--- config.mk ---
export PLATFORM = sky130hd
export DESIGN_NAME = lif_neuron_update
export DESIGN_NICKNAME = d
export VERILOG_FILES = /design/src/rtl/snn_neuron_pkg.sv /design/src/rtl/snn_spike_fifo.sv /design/src/rtl/lif_neuron_update.sv
export SDC_FILE = /design/constraint.sdc
export NUM_CORES = 1
export LEC_CHECK = 0
export CAP_MARGIN = 10
export CORE_MARGIN = 4
export CORE_UTILIZATION = 61
export CTS_BUF_LIST = sky130_fd_sc_hd__clkbuf_8
export DETAILED_ROUTE_END_ITERATION = 6
export PLACE_DENSITY_LB_ADDON = 0.05
export SLEW_MARGIN = 30
export SYNTH_ARGS = -nofsm -noshare
export SYNTH_HDL_FRONTEND = slang
export SYNTH_SLANG_ARGS = --single-unit
--- constraint.sdc ---
create_clock -name clk_i -period 17.1 [get_ports clk_i]
set_input_delay 3.42 -clock clk_i [delete_from_list [all_inputs] [get_ports clk_i]]
set_output_delay 3.42 -clock clk_i [all_outputs]
set_load 0.01 [all_outputs]
--- src/rtl/snn_neuron_pkg.sv ---
// Shared types and arithmetic helpers for the LIF membrane-potential engine.
// Helpers work on a 32-bit signed carrier; callers narrow the result to their width.
package snn_neuron_pkg;

  typedef enum logic [1:0] {
    RUN   = 2'd0,
    LEAK  = 2'd1,
    DRAIN = 2'd2
  } state_e;

  typedef enum logic {
    OP_EVENT = 1'b0,
    OP_LEAK  = 1'b1
  } op_e;

  localparam int CALC_W = 32;

  // Adds two sign-extended values and clamps the sum to the signed range of 'width' bits.
  function automatic logic signed [CALC_W-1:0] sat_add(
    input logic signed [CALC_W-1:0] a,
    input logic signed [CALC_W-1:0] b,
    input int                       width
  );
    logic signed [CALC_W:0] sum;
    logic signed [CALC_W:0] hi;
    logic signed [CALC_W:0] lo;
    logic        [CALC_W:0] one;
    one = (CALC_W+1)'(1);
    sum = {a[CALC_W-1], a} + {b[CALC_W-1], b};
    hi  = $signed((one << (width - 1)) - one);
    lo  = ~hi;
    if (sum > hi) begin
      sum = hi;
    end else if (sum < lo) begin
      sum = lo;
    end
    return CALC_W'(sum);
  endfunction

  function automatic logic signed [CALC_W-1:0] leak(
    input logic signed [CALC_W-1:0] v,
    input int                       shift
  );
    return v - (v >>> shift);
  endfunction

endpackage

--- src/rtl/snn_spike_fifo.sv ---
// Synchronous first-word-fall-through FIFO holding addresses of neurons that fired.
// DEPTH must be a power of two; pushes while full are dropped unless a pop frees a slot.
module snn_spike_fifo #(
  parameter int WIDTH = 10,
  parameter int DEPTH = 4
) (
  input  logic                     clk_i,
  input  logic                     rst_n_i,
  input  logic                     push_i,
  input  logic [WIDTH-1:0]         push_data_i,
  input  logic                     pop_i,
  output logic [WIDTH-1:0]         pop_data_o,
  output logic                     empty_o,
  output logic [$clog2(DEPTH):0]   count_o
);

  localparam int PTR_W = $clog2(DEPTH);
  localparam int CNT_W = PTR_W + 1;

  logic [WIDTH-1:0] mem_q [DEPTH];
  logic [PTR_W-1:0] wr_ptr_q;
  logic [PTR_W-1:0] rd_ptr_q;
  logic [CNT_W-1:0] count_q;
  logic             full;
  logic             do_push;
  logic             do_pop;

  assign empty_o    = (count_q == '0);
  assign full       = (count_q == CNT_W'(DEPTH));
  assign do_pop     = pop_i && !empty_o;
  assign do_push    = push_i && (!full || do_pop);
  assign count_o    = count_q;
  assign pop_data_o = empty_o ? '0 : mem_q[rd_ptr_q];

  always_ff @(posedge clk_i) begin
    if (do_push) begin
      mem_q[wr_ptr_q] <= push_data_i;
    end
  end

  always_ff @(posedge clk_i or negedge rst_n_i) begin
    if (!rst_n_i) begin
      wr_ptr_q <= '0;
      rd_ptr_q <= '0;
      count_q  <= '0;
    end else begin
      if (do_push) begin
        wr_ptr_q <= wr_ptr_q + PTR_W'(1);
      end
      if (do_pop) begin
        rd_ptr_q <= rd_ptr_q + PTR_W'(1);
      end
      case ({do_push, do_pop})
        2'b10:   count_q <= count_q + CNT_W'(1);
        2'b01:   count_q <= count_q - CNT_W'(1);
        default: count_q <= count_q;
      endcase
    end
  end

endmodule

--- src/rtl/lif_neuron_update.sv ---
// Two-stage read-modify-write engine for LIF membrane potentials in a dual-port BRAM.
// Optional spike statistics output is enabled by defining SPIKE_COUNT_EN.
//   state | meaning
//   RUN   | accept weighted events or a timestep request
//   LEAK  | issue one leak read per cycle across every neuron
//   DRAIN | last leak write retires, then step_done pulses
module lif_neuron_update
  import snn_neuron_pkg::*;
#(
  parameter int DATA_WIDTH = 16,
  parameter int ADDR_WIDTH = 10,
  parameter int THRESHOLD  = 1024,
  parameter int V_RESET    = 0,
  parameter int LEAK_SHIFT = 4,
  parameter int SPK_DEPTH  = 4
) (
  input  logic                  clk_i,
  input  logic                  rst_n_i,
  input  logic                  ev_valid_i,
  output logic                  ev_ready_o,
  input  logic [ADDR_WIDTH-1:0] ev_addr_i,
  input  logic [DATA_WIDTH-1:0] ev_weight_i,
  input  logic                  step_valid_i,
  output logic                  step_ready_o,
  output logic                  step_done_o,
  output logic                  rd_en_o,
  output logic [ADDR_WIDTH-1:0] rd_addr_o,
  input  logic [DATA_WIDTH-1:0] rd_data_i,
  output logic                  wr_en_o,
  output logic [ADDR_WIDTH-1:0] wr_addr_o,
  output logic [DATA_WIDTH-1:0] wr_data_o,
  output logic                  spk_valid_o,
  input  logic                  spk_ready_i,
  output logic [ADDR_WIDTH-1:0] spk_addr_o,
  output logic                  busy_o
`ifdef SPIKE_COUNT_EN
  ,
  output logic [31:0]           spk_count_o
`endif
);

  localparam int CNT_W = $clog2(SPK_DEPTH) + 1;
  localparam logic [ADDR_WIDTH-1:0]        LAST_ADDR  = '1;
  localparam logic signed [DATA_WIDTH-1:0] THRESH_V   = DATA_WIDTH'(THRESHOLD);
  localparam logic signed [DATA_WIDTH-1:0] RESET_V    = DATA_WIDTH'(V_RESET);
  localparam logic [CNT_W-1:0]             EV_MAX_CNT = CNT_W'(SPK_DEPTH - 2);

  state_e                        state_q;
  logic [ADDR_WIDTH-1:0]         sweep_cnt_q;
  logic                          step_done_q;

  logic                          u_valid_q;
  op_e                           u_op_q;
  logic [ADDR_WIDTH-1:0]         u_addr_q;
  logic signed [DATA_WIDTH-1:0]  u_weight_q;

  logic                          fwd_valid_q;
  logic [ADDR_WIDTH-1:0]         fwd_addr_q;
  logic signed [DATA_WIDTH-1:0]  fwd_data_q;

  logic                          ev_fire;
  logic                          step_fire;
  logic                          leak_issue;
  logic signed [DATA_WIDTH-1:0]  operand;
  logic signed [CALC_W-1:0]      op_ext;
  logic signed [DATA_WIDTH-1:0]  sum_v;
  logic signed [DATA_WIDTH-1:0]  leak_v;
  logic signed [DATA_WIDTH-1:0]  wr_val;
  logic                          fire;
  logic                          spk_pop;
  logic                          fifo_empty;
  logic [CNT_W-1:0]              fifo_count;

  // One FIFO slot stays reserved for whatever op is currently in U.
  assign ev_ready_o   = (state_q == RUN) && (fifo_count <= EV_MAX_CNT);
  assign step_ready_o = (state_q == RUN) && !u_valid_q && !ev_valid_i;
  assign ev_fire      = ev_valid_i && ev_ready_o;
  assign step_fire    = step_valid_i && step_ready_o;
  assign leak_issue   = (state_q == LEAK);

  assign rd_en_o      = ev_fire || leak_issue;
  assign rd_addr_o    = leak_issue ? sweep_cnt_q : ev_addr_i;

  // BRAM is read-first, so the previous cycle's write must be forwarded.
  always_comb begin
    operand = rd_data_i;
    if (fwd_valid_q && (fwd_addr_q == u_addr_q)) begin
      operand = fwd_data_q;
    end
    op_ext = CALC_W'(operand);
    sum_v  = DATA_WIDTH'(sat_add(op_ext, CALC_W'(u_weight_q), DATA_WIDTH));
    leak_v = DATA_WIDTH'(leak(op_ext, LEAK_SHIFT));
    fire   = u_valid_q && (u_op_q == OP_EVENT) && (sum_v >= THRESH_V);
    if (u_op_q == OP_LEAK) begin
      wr_val = leak_v;
    end else if (fire) begin
      wr_val = RESET_V;
    end else begin
      wr_val = sum_v;
    end
  end

  assign wr_en_o     = u_valid_q;
  assign wr_addr_o   = u_addr_q;
  assign wr_data_o   = wr_val;
  assign step_done_o = step_done_q;
  assign busy_o      = (state_q != RUN) || u_valid_q;
  assign spk_valid_o = !fifo_empty;
  assign spk_pop     = spk_valid_o && spk_ready_i;

  always_ff @(posedge clk_i or negedge rst_n_i) begin
    if (!rst_n_i) begin
      state_q     <= RUN;
      sweep_cnt_q <= '0;
      step_done_q <= 1'b0;
      u_valid_q   <= 1'b0;
      u_op_q      <= OP_EVENT;
      u_addr_q    <= '0;
      u_weight_q  <= '0;
      fwd_valid_q <= 1'b0;
      fwd_addr_q  <= '0;
      fwd_data_q  <= '0;
    end else begin
      u_valid_q <= rd_en_o;
      if (rd_en_o) begin
        u_op_q     <= leak_issue ? OP_LEAK : OP_EVENT;
        u_addr_q   <= rd_addr_o;
        u_weight_q <= ev_weight_i;
      end
      if (u_valid_q) begin
        fwd_valid_q <= 1'b1;
        fwd_addr_q  <= u_addr_q;
        fwd_data_q  <= wr_val;
      end
      step_done_q <= 1'b0;
      case (state_q)
        RUN: begin
          if (step_fire) begin
            state_q     <= LEAK;
            sweep_cnt_q <= '0;
          end
        end
        LEAK: begin
          if (sweep_cnt_q == LAST_ADDR) begin
            state_q     <= DRAIN;
            sweep_cnt_q <= '0;
          end else begin
            sweep_cnt_q <= sweep_cnt_q + ADDR_WIDTH'(1);
          end
        end
        DRAIN: begin
          // Nothing issues here, so U is empty on the edge that leaves DRAIN.
          state_q     <= RUN;
          step_done_q <= 1'b1;
        end
        default: state_q <= RUN;
      endcase
    end
  end

  snn_spike_fifo #(
    .WIDTH (ADDR_WIDTH),
    .DEPTH (SPK_DEPTH)
  ) u_spk_fifo (
    .clk_i       (clk_i),
    .rst_n_i     (rst_n_i),
    .push_i      (fire),
    .push_data_i (u_addr_q),
    .pop_i       (spk_pop),
    .pop_data_o  (spk_addr_o),
    .empty_o     (fifo_empty),
    .count_o     (fifo_count)
  );

`ifdef SPIKE_COUNT_EN
  logic [31:0] spk_count_q;

  always_ff @(posedge clk_i or negedge rst_n_i) begin
    if (!rst_n_i) begin
      spk_count_q <= '0;
    end else if (step_done_q) begin
      spk_count_q <= {31'd0, fire};
    end else if (fire && (spk_count_q != '1)) begin
      spk_count_q <= spk_count_q + 32'd1;
    end
  end

  assign spk_count_o = spk_count_q;
`else
  // Without spike statistics the engine carries no counter.
`endif

endmodule

==> results of run 1 <==
## metal layers
layer  routed length [µm]  GRT usage  vias up
met3                 1830     0.0825       58
met4                  578      0.126        0
li1                     -          -     2615
met1                 7930      0.413     2736
met2                 8650      0.449      299
met5                    0          0        -
## final cells by class
cell class | instances | area [µm²] | share of cell area
multi-input combinational | 502 | 3700 | 0.438
sequential | 115 | 3080 | 0.365
timing repair buffer | 102 | 1010 | 0.120
clock buffer | 17 | 234 | 0.0277
tap | 140 | 175 | 0.0207
clock inverter | 15 | 156 | 0.0185
inverter | 23 | 86.3 | 0.0102
## sequential cells by signal, indices dropped and copies added, names as in the netlist
name	flops
u_spk_fifo.count_o	3
u_spk_fifo.mem_q	40
fwd_valid_q	1
fwd_addr_q	10
step_done_o	1
u_spk_fifo.rd_ptr_q	2
sweep_cnt_q	10
u_weight_q	16
wr_en_o	1
u_op_q	1
wr_addr_o	10
state_q	2
u_spk_fifo.wr_ptr_q	2
fwd_data_q	16
## cell usage after synthesis, types with 10 or more instances
cell	n	area [µm²]
a21oi_1	22	110
a31oi_1	15	93.8
and2_1	17	106
clkbuf_1	18	67.6
dfrtp_1	75	1880
edfxtp_1	40	1200
ha_1	37	463
inv_1	23	86.3
mux2_2	54	608
mux4_2	10	225
nand2_1	95	357
nand2b_1	12	75.1
nand3_1	17	85.1
nor2_1	41	154
o211ai_1	14	105
o21ai_0	32	160
xnor2_1	20	175
xor2_1	14	123
## logic make-up after synthesis
family,count (synthesis)
multiplexers,66
adder cells (fa/ha/maj),40
XOR/XNOR,34
buffers and inverters,44
AO/OA/AOI/OAI,136
flip-flops,115
AND/OR/NAND/NOR,226
## how the worst max path moves through the flow
stage / depth (start not counted) / from / to / slack [ns]
5_1_grt: 14 / rd_data_i[0] / wr_data_o[11] / 5.52
4_1_cts: 12 / rd_data_i[5] / wr_data_o[11] / 5.80
3_3_place_gp: 12 / rd_data_i[5] / wr_data_o[10] / 5.89
3_5_place_dp: 12 / rd_data_i[5] / wr_data_o[11] / 5.82
6_report: 12 / rd_data_i[5] / wr_data_o[11] / 5.76
2_1_floorplan: 11 / rd_data_i[5] / wr_data_o[12] / 7.45
## per-stage QoR
step                      setup slack (ns)  instance area [µm²]
after floorplan                       7.45                 6950
after global placement                5.89                 8050
after detailed placement              5.82                 8050
after CTS                             5.80                 8440
after global routing                  5.52                 8440
final                                 5.76                 8440
## layout by cell type, fill, tap and decap left out, types with 10 or more instances in the layout
cell             Yosys  final
clkdlybuf4s50_1      0     98
nand2_1             95     95
dfrtp_1             75     75
mux2_2              54     54
nor2_1              41     41
edfxtp_1            40     40
ha_1                37     37
o21ai_0             32     32
inv_1               23     23
a21oi_1             22     22
xnor2_1             20     20
nand3_1             17     17
and2_1              17     17
clkbuf_8             0     17
a31oi_1             15     15
xor2_1              14     14
o211ai_1            14     14
nand2b_1            12     12
mux4_2              10     10
## worst max-delay path, delay by kind of cell
family	cells	cell delay, ns
AOI/OAI and AO/OA	6	2.42
buffers and inverters	2	0.95
and+or+nand+nor	2	0.43
adders and majority gates	1	0.36
muxes	1	0.33
## power groups by stage
stage | Sequential [µW] | Combinational [µW] | Clock [µW]
4_1_cts | 446 | 764 | 257
3_3_place_gp | 441 | 738 | 0
3_5_place_dp | 450 | 754 | 0
5_1_grt | 459 | 835 | 271
6_report | 448 | 772 | 254
2_1_floorplan | 417 | 507 | 0
==> run summary, run 1 <==
Pwr/cell area - 175 nW/µm²
Dpl cells - 882
Worst Hold Path EP - fwd_valid_q
Die ar. - 13200 µm²
Rel. slew slack - 0.318
Comb pwr share - 0.524
Critical path fanouts, max - 14
Sink Count - 115
Gate Count Post-Synth - 661
Wire per inst - 20.8 µm
I/O pins - 100
Main synth FF type - dfrtp_1
Drt drc - 0
Mapped Area - 6950 µm²
Core Region - 11000 µm²
Share of post-route cells with drive strength above 1 - 0.147
R2R Setup Slk - 11.09 ns
Starting DRT DRC Count - 593
Clk_lat worst skew - 0.46 ns
Worst hold start - fwd_valid_q
Hold depth - 1
Adder-cell area share of the yosys netlist - 0.0753
Critical Path Max Stage Delay - 0.96 ns
Final GP Congestion - 0.924
# nets final - 848
First-pass GRT wire length - 29800 µm
Cell breakdown of the critical path - clkdlybuf4s50_1 -> mux2_2 -> ha_1 -> a21o_1 -> or3_1 -> o21ai_1 -> o211ai_1 -> a32o_1 -> o41ai_4 -> o221ai_1 -> nand2_1 -> clkdlybuf4s50_1
Min-delay worst type - flop to flop
Largest net degree at the start of global routing - 76
RSZ-0062 raised after global routing - false
# port buffers - 99
Initial Utilization - 0.633
Max-slew violation count - 0
Setup-failing EPs final - 0
Worst clock skew - 0.00753 ns
Sequential share of the synthesized area - 0.443
CTS tree - built
Leakage power - 0.00352 µW
Syn Nets - 748
Slowest CP cell - o41ai_4
Die Wd - 115 µm
Routed WL - 19000 µm
Fin. Hold Viols - 0
Gr usage total - 0.299
Least-Margin Pin Slew - 1.02 ns
Worst Setup End Kind - output pin
# fillers - 742
Final ANT Viol Nets - 0
Vias in the first global route - 5655
Post-Layout Cell Count - 914
Post-synthesis simple-gate area fraction - 0.155
Compound-cell area share of the yosys netlist - 0.135
Vias post-DR - 5708
P_sw - 616 µW
Worst VDD drop - 0.0972 mV
# hold bufs at CTS - 0
HPWL Detailed - 13500 µm
YS warnings - 0
CTS resizes - 0
Flop pwr share - 0.304
Reg2Reg Depth - 20
Postcts setup bufs - 0
Switch share - 0.418
Clock slew at reported path FFs - 0.07 ns
Final Critical Period - 11.34 ns
EDFF count, synth - 40
Fmax - 0.0881 GHz
Largest family of logic cells by synthesized area - simple AND/OR/NAND/NOR gates
Root Driver - clkbuf_8
Maximum clock insertion buffer count - 2
Max-capacitance violation count - 0
Post-synth cell types - 59
Top cell by count, worst path - clkdlybuf4s50_1
Initial antenna violation count - 0
Number of synthesized register bits - 115
Post-synthesis mux area share - 0.123
Ys async rst share - 0.652
Layout Utilization - 0.769
Reg2reg start - wr_addr_o[9]
Startpoint Class - primary input
Outcome - complete, no violations
Post-Synth XOR/XNOR Area - 0.0429
First drt pass iteration count - 6
Final worst-path cycle share - 0.663
Hold_ws - 0.491 ns
Avg Synthesized Cell Area - 10.5 µm²
WS Path Type - primary input to output pin
Arrival @ worst endpoint - 7.92 ns
Total power draw - 1470 µW
Pint - 859 µW
Cell Rows - 38
Drt via density - 6.25
RR Endpoint - u_spk_fifo.count_o[2]
Clock buffer count from CTS - 17
Clk network pwr share - 0.172
CTS H-tree depth - 4
Syn-to-layout area delta - 21.5%
WP data required - 13.68 ns
N_diodes - 0
Setup TNS - 0 ns
Die Span Y - 115 µm
Grt ovf - 0
No activity file was read; power rests on OpenSTA's default activity.
==> run 2: changes to the inputs <==
--- a/config.mk
+++ b/config.mk
@@ -7,7 +7,7 @@
 export LEC_CHECK = 0
 export CAP_MARGIN = 10
 export CORE_MARGIN = 4
-export CORE_UTILIZATION = 61
+export CORE_UTILIZATION = 51
 export CTS_BUF_LIST = sky130_fd_sc_hd__clkbuf_8
 export DETAILED_ROUTE_END_ITERATION = 6
 export PLACE_DENSITY_LB_ADDON = 0.05
==> constraint.sdc (replaced) <==
create_clock -name clk_i -period 9.2 [get_ports clk_i]
set_input_delay 1.84 -clock clk_i [delete_from_list [all_inputs] [get_ports clk_i]]
set_output_delay 1.84 -clock clk_i [all_outputs]
set_load 0.01 [all_outputs]
==> run summary, run 2 (synthesis results as in run 1) <==
Startpoint Class - primary input
Pwr/cell area - 316 nW/µm²
Clk_lat worst skew - 0.44 ns
CTS H-tree depth - 4
Biggest regs - u_spk_fifo.mem_q (40), fwd_data_q (16), u_weight_q (16)
Wire per inst - 18.9 µm
Rel. slew slack - 0.395
R2R Setup Slk - 3.32 ns
Postcts setup bufs - 0
Die Span Y - 125 µm
WP data required - 7.36 ns
Post-Place Setup Slack - 1.14 ns
CP top delay family - compound AO/OA/AOI/OAI gates
# port buffers - 99
WS Path Type - primary input to output pin
Worst VDD drop - 0.214 mV
Initial Utilization - 0.523
Fin. Hold Viols - 0
HPWL Detailed - 13300 µm
Maximum clock insertion buffer count - 2
RSZ-0062 raised after global routing - false
Crit. path cell count - 12
Cell Rows - 42
Fmax - 0.123 GHz
Routed WL - 18000 µm
Commonest non-fill, non-tap cell in the layout - clkdlybuf4s50_1
Share of post-route cells with drive strength above 1 - 0.146
First-pass GRT wire length - 28900 µm
Worst Setup End Kind - output pin
Min-delay worst type - flop to flop
Vias in the first global route - 5458
Worst hold start - fwd_valid_q
RR Endpoint - u_spk_fifo.count_o[2]
Final ANT Viol Nets - 0
Outcome - complete, no violations
Die Wd - 125 µm
Largest net degree at the start of global routing - 76
Vias post-DR - 5491
Top cell by count, worst path - clkdlybuf4s50_1
Max-slew violation count - 0
Drt via density - 5.77
Reg2reg start - wr_addr_o[9]
Slowest CP cell - o41ai_4
Clock slew at reported path FFs - 0.07 ns
Drt drc - 0
Final Critical Period - 8.13 ns
Critical Path Max Stage Delay - 0.87 ns
Grt ovf - 0
Core Region - 13300 µm²
Largest register FFs - 40
Initial antenna violation count - 0
Arrival @ worst endpoint - 6.29 ns
Worst clock skew - 0.0123 ns
Post-Layout Cell Count - 951
Syn-to-layout area delta - 21.9%
Gr usage total - 0.235
CTS tree - built
Least-Margin Pin Slew - 0.905 ns
Largest Register - u_spk_fifo.mem_q
Final GP Congestion - 0.932
Sink Count - 115
Hold_ws - 0.468 ns
CTS resizes - 0
N_diodes - 0
Setup-failing EPs final - 0
I/O pins - 100
Cell breakdown of the critical path - clkdlybuf4s50_1 -> mux2_2 -> ha_1 -> a21o_1 -> or3_1 -> o21ai_1 -> o211ai_1 -> a32o_1 -> o41ai_4 -> o221ai_1 -> nand2_1 -> clkdlybuf4s50_1
Reg2Reg Depth - 20
Worst Hold Path EP - fwd_valid_q
Clock buffer count from CTS - 17
Hold depth - 1
Final worst-path cycle share - 0.883
Starting DRT DRC Count - 501
Leakage power - 0.00350 µW
Setup TNS - 0 ns
Max-capacitance violation count - 0
Worst setup margin - 1.07 ns
Die ar. - 15600 µm²
Critical path fanouts, max - 14
Dpl cells - 919
Critical path buffers and inverters - 2
# hold bufs at CTS - 0
First drt pass iteration count - 5
# nets final - 849
Root Driver - clkbuf_8
Commonest non-fill, non-tap cells in the layout - 98 x clkdlybuf4s50_1, 95 x nand2_1, 75 x dfrtp_1
Total power draw - 2670 µW
run 2: metrics by stage:
step / area [µm²] / utilization
3_3_place_gp: 8100 / 0.609
6_report: 8470 / 0.637
5_1_grt: 8470 / 0.637
3_5_place_dp: 8100 / 0.609
2_1_floorplan: 6950 / -
4_1_cts: 8470 / 0.637
run 2: worst max-delay path by stage:
stage               endpoint    startpoint  slack [ns]
2_1_floorplan  wr_data_o[12]  rd_data_i[5]        2.71
3_3_place_gp   wr_data_o[10]  rd_data_i[5]        1.23
3_5_place_dp   wr_data_o[10]  rd_data_i[5]        1.14
4_1_cts        wr_data_o[10]  rd_data_i[5]        1.13
5_1_grt        wr_data_o[10]  rd_data_i[5]        0.90
6_report       wr_data_o[10]  rd_data_i[5]        1.07
run 2: layer usage:
layer | routed length, µm | global-route usage | share of wire | vias up
li1 | - | - | - | 2621
met1 | 8670 | 0.345 | 0.48 | 2663
met2 | 7890 | 0.347 | 0.44 | 190
met3 | 1290 | 0.0690 | 0.071 | 17
met4 | 165 | 0.0477 | 0.0092 | 0
met5 | 0 | 0 | 0 | -
run 2: report_power, final:
part	internal, µW	switching (µW)	total (µW)
Combinational	678	739	1420
Sequential	677	147	824
Clock	214	219	433
run 2: final cells by class:
class                      count  area (µm²)
sequential                   115        3080
multi-input combinational    502        3700
clock buffer                  17         234
fill                        1098        4830
tap                          176         220
inverter                      23        86.3
timing repair buffer         103        1020
clock inverter                15         133
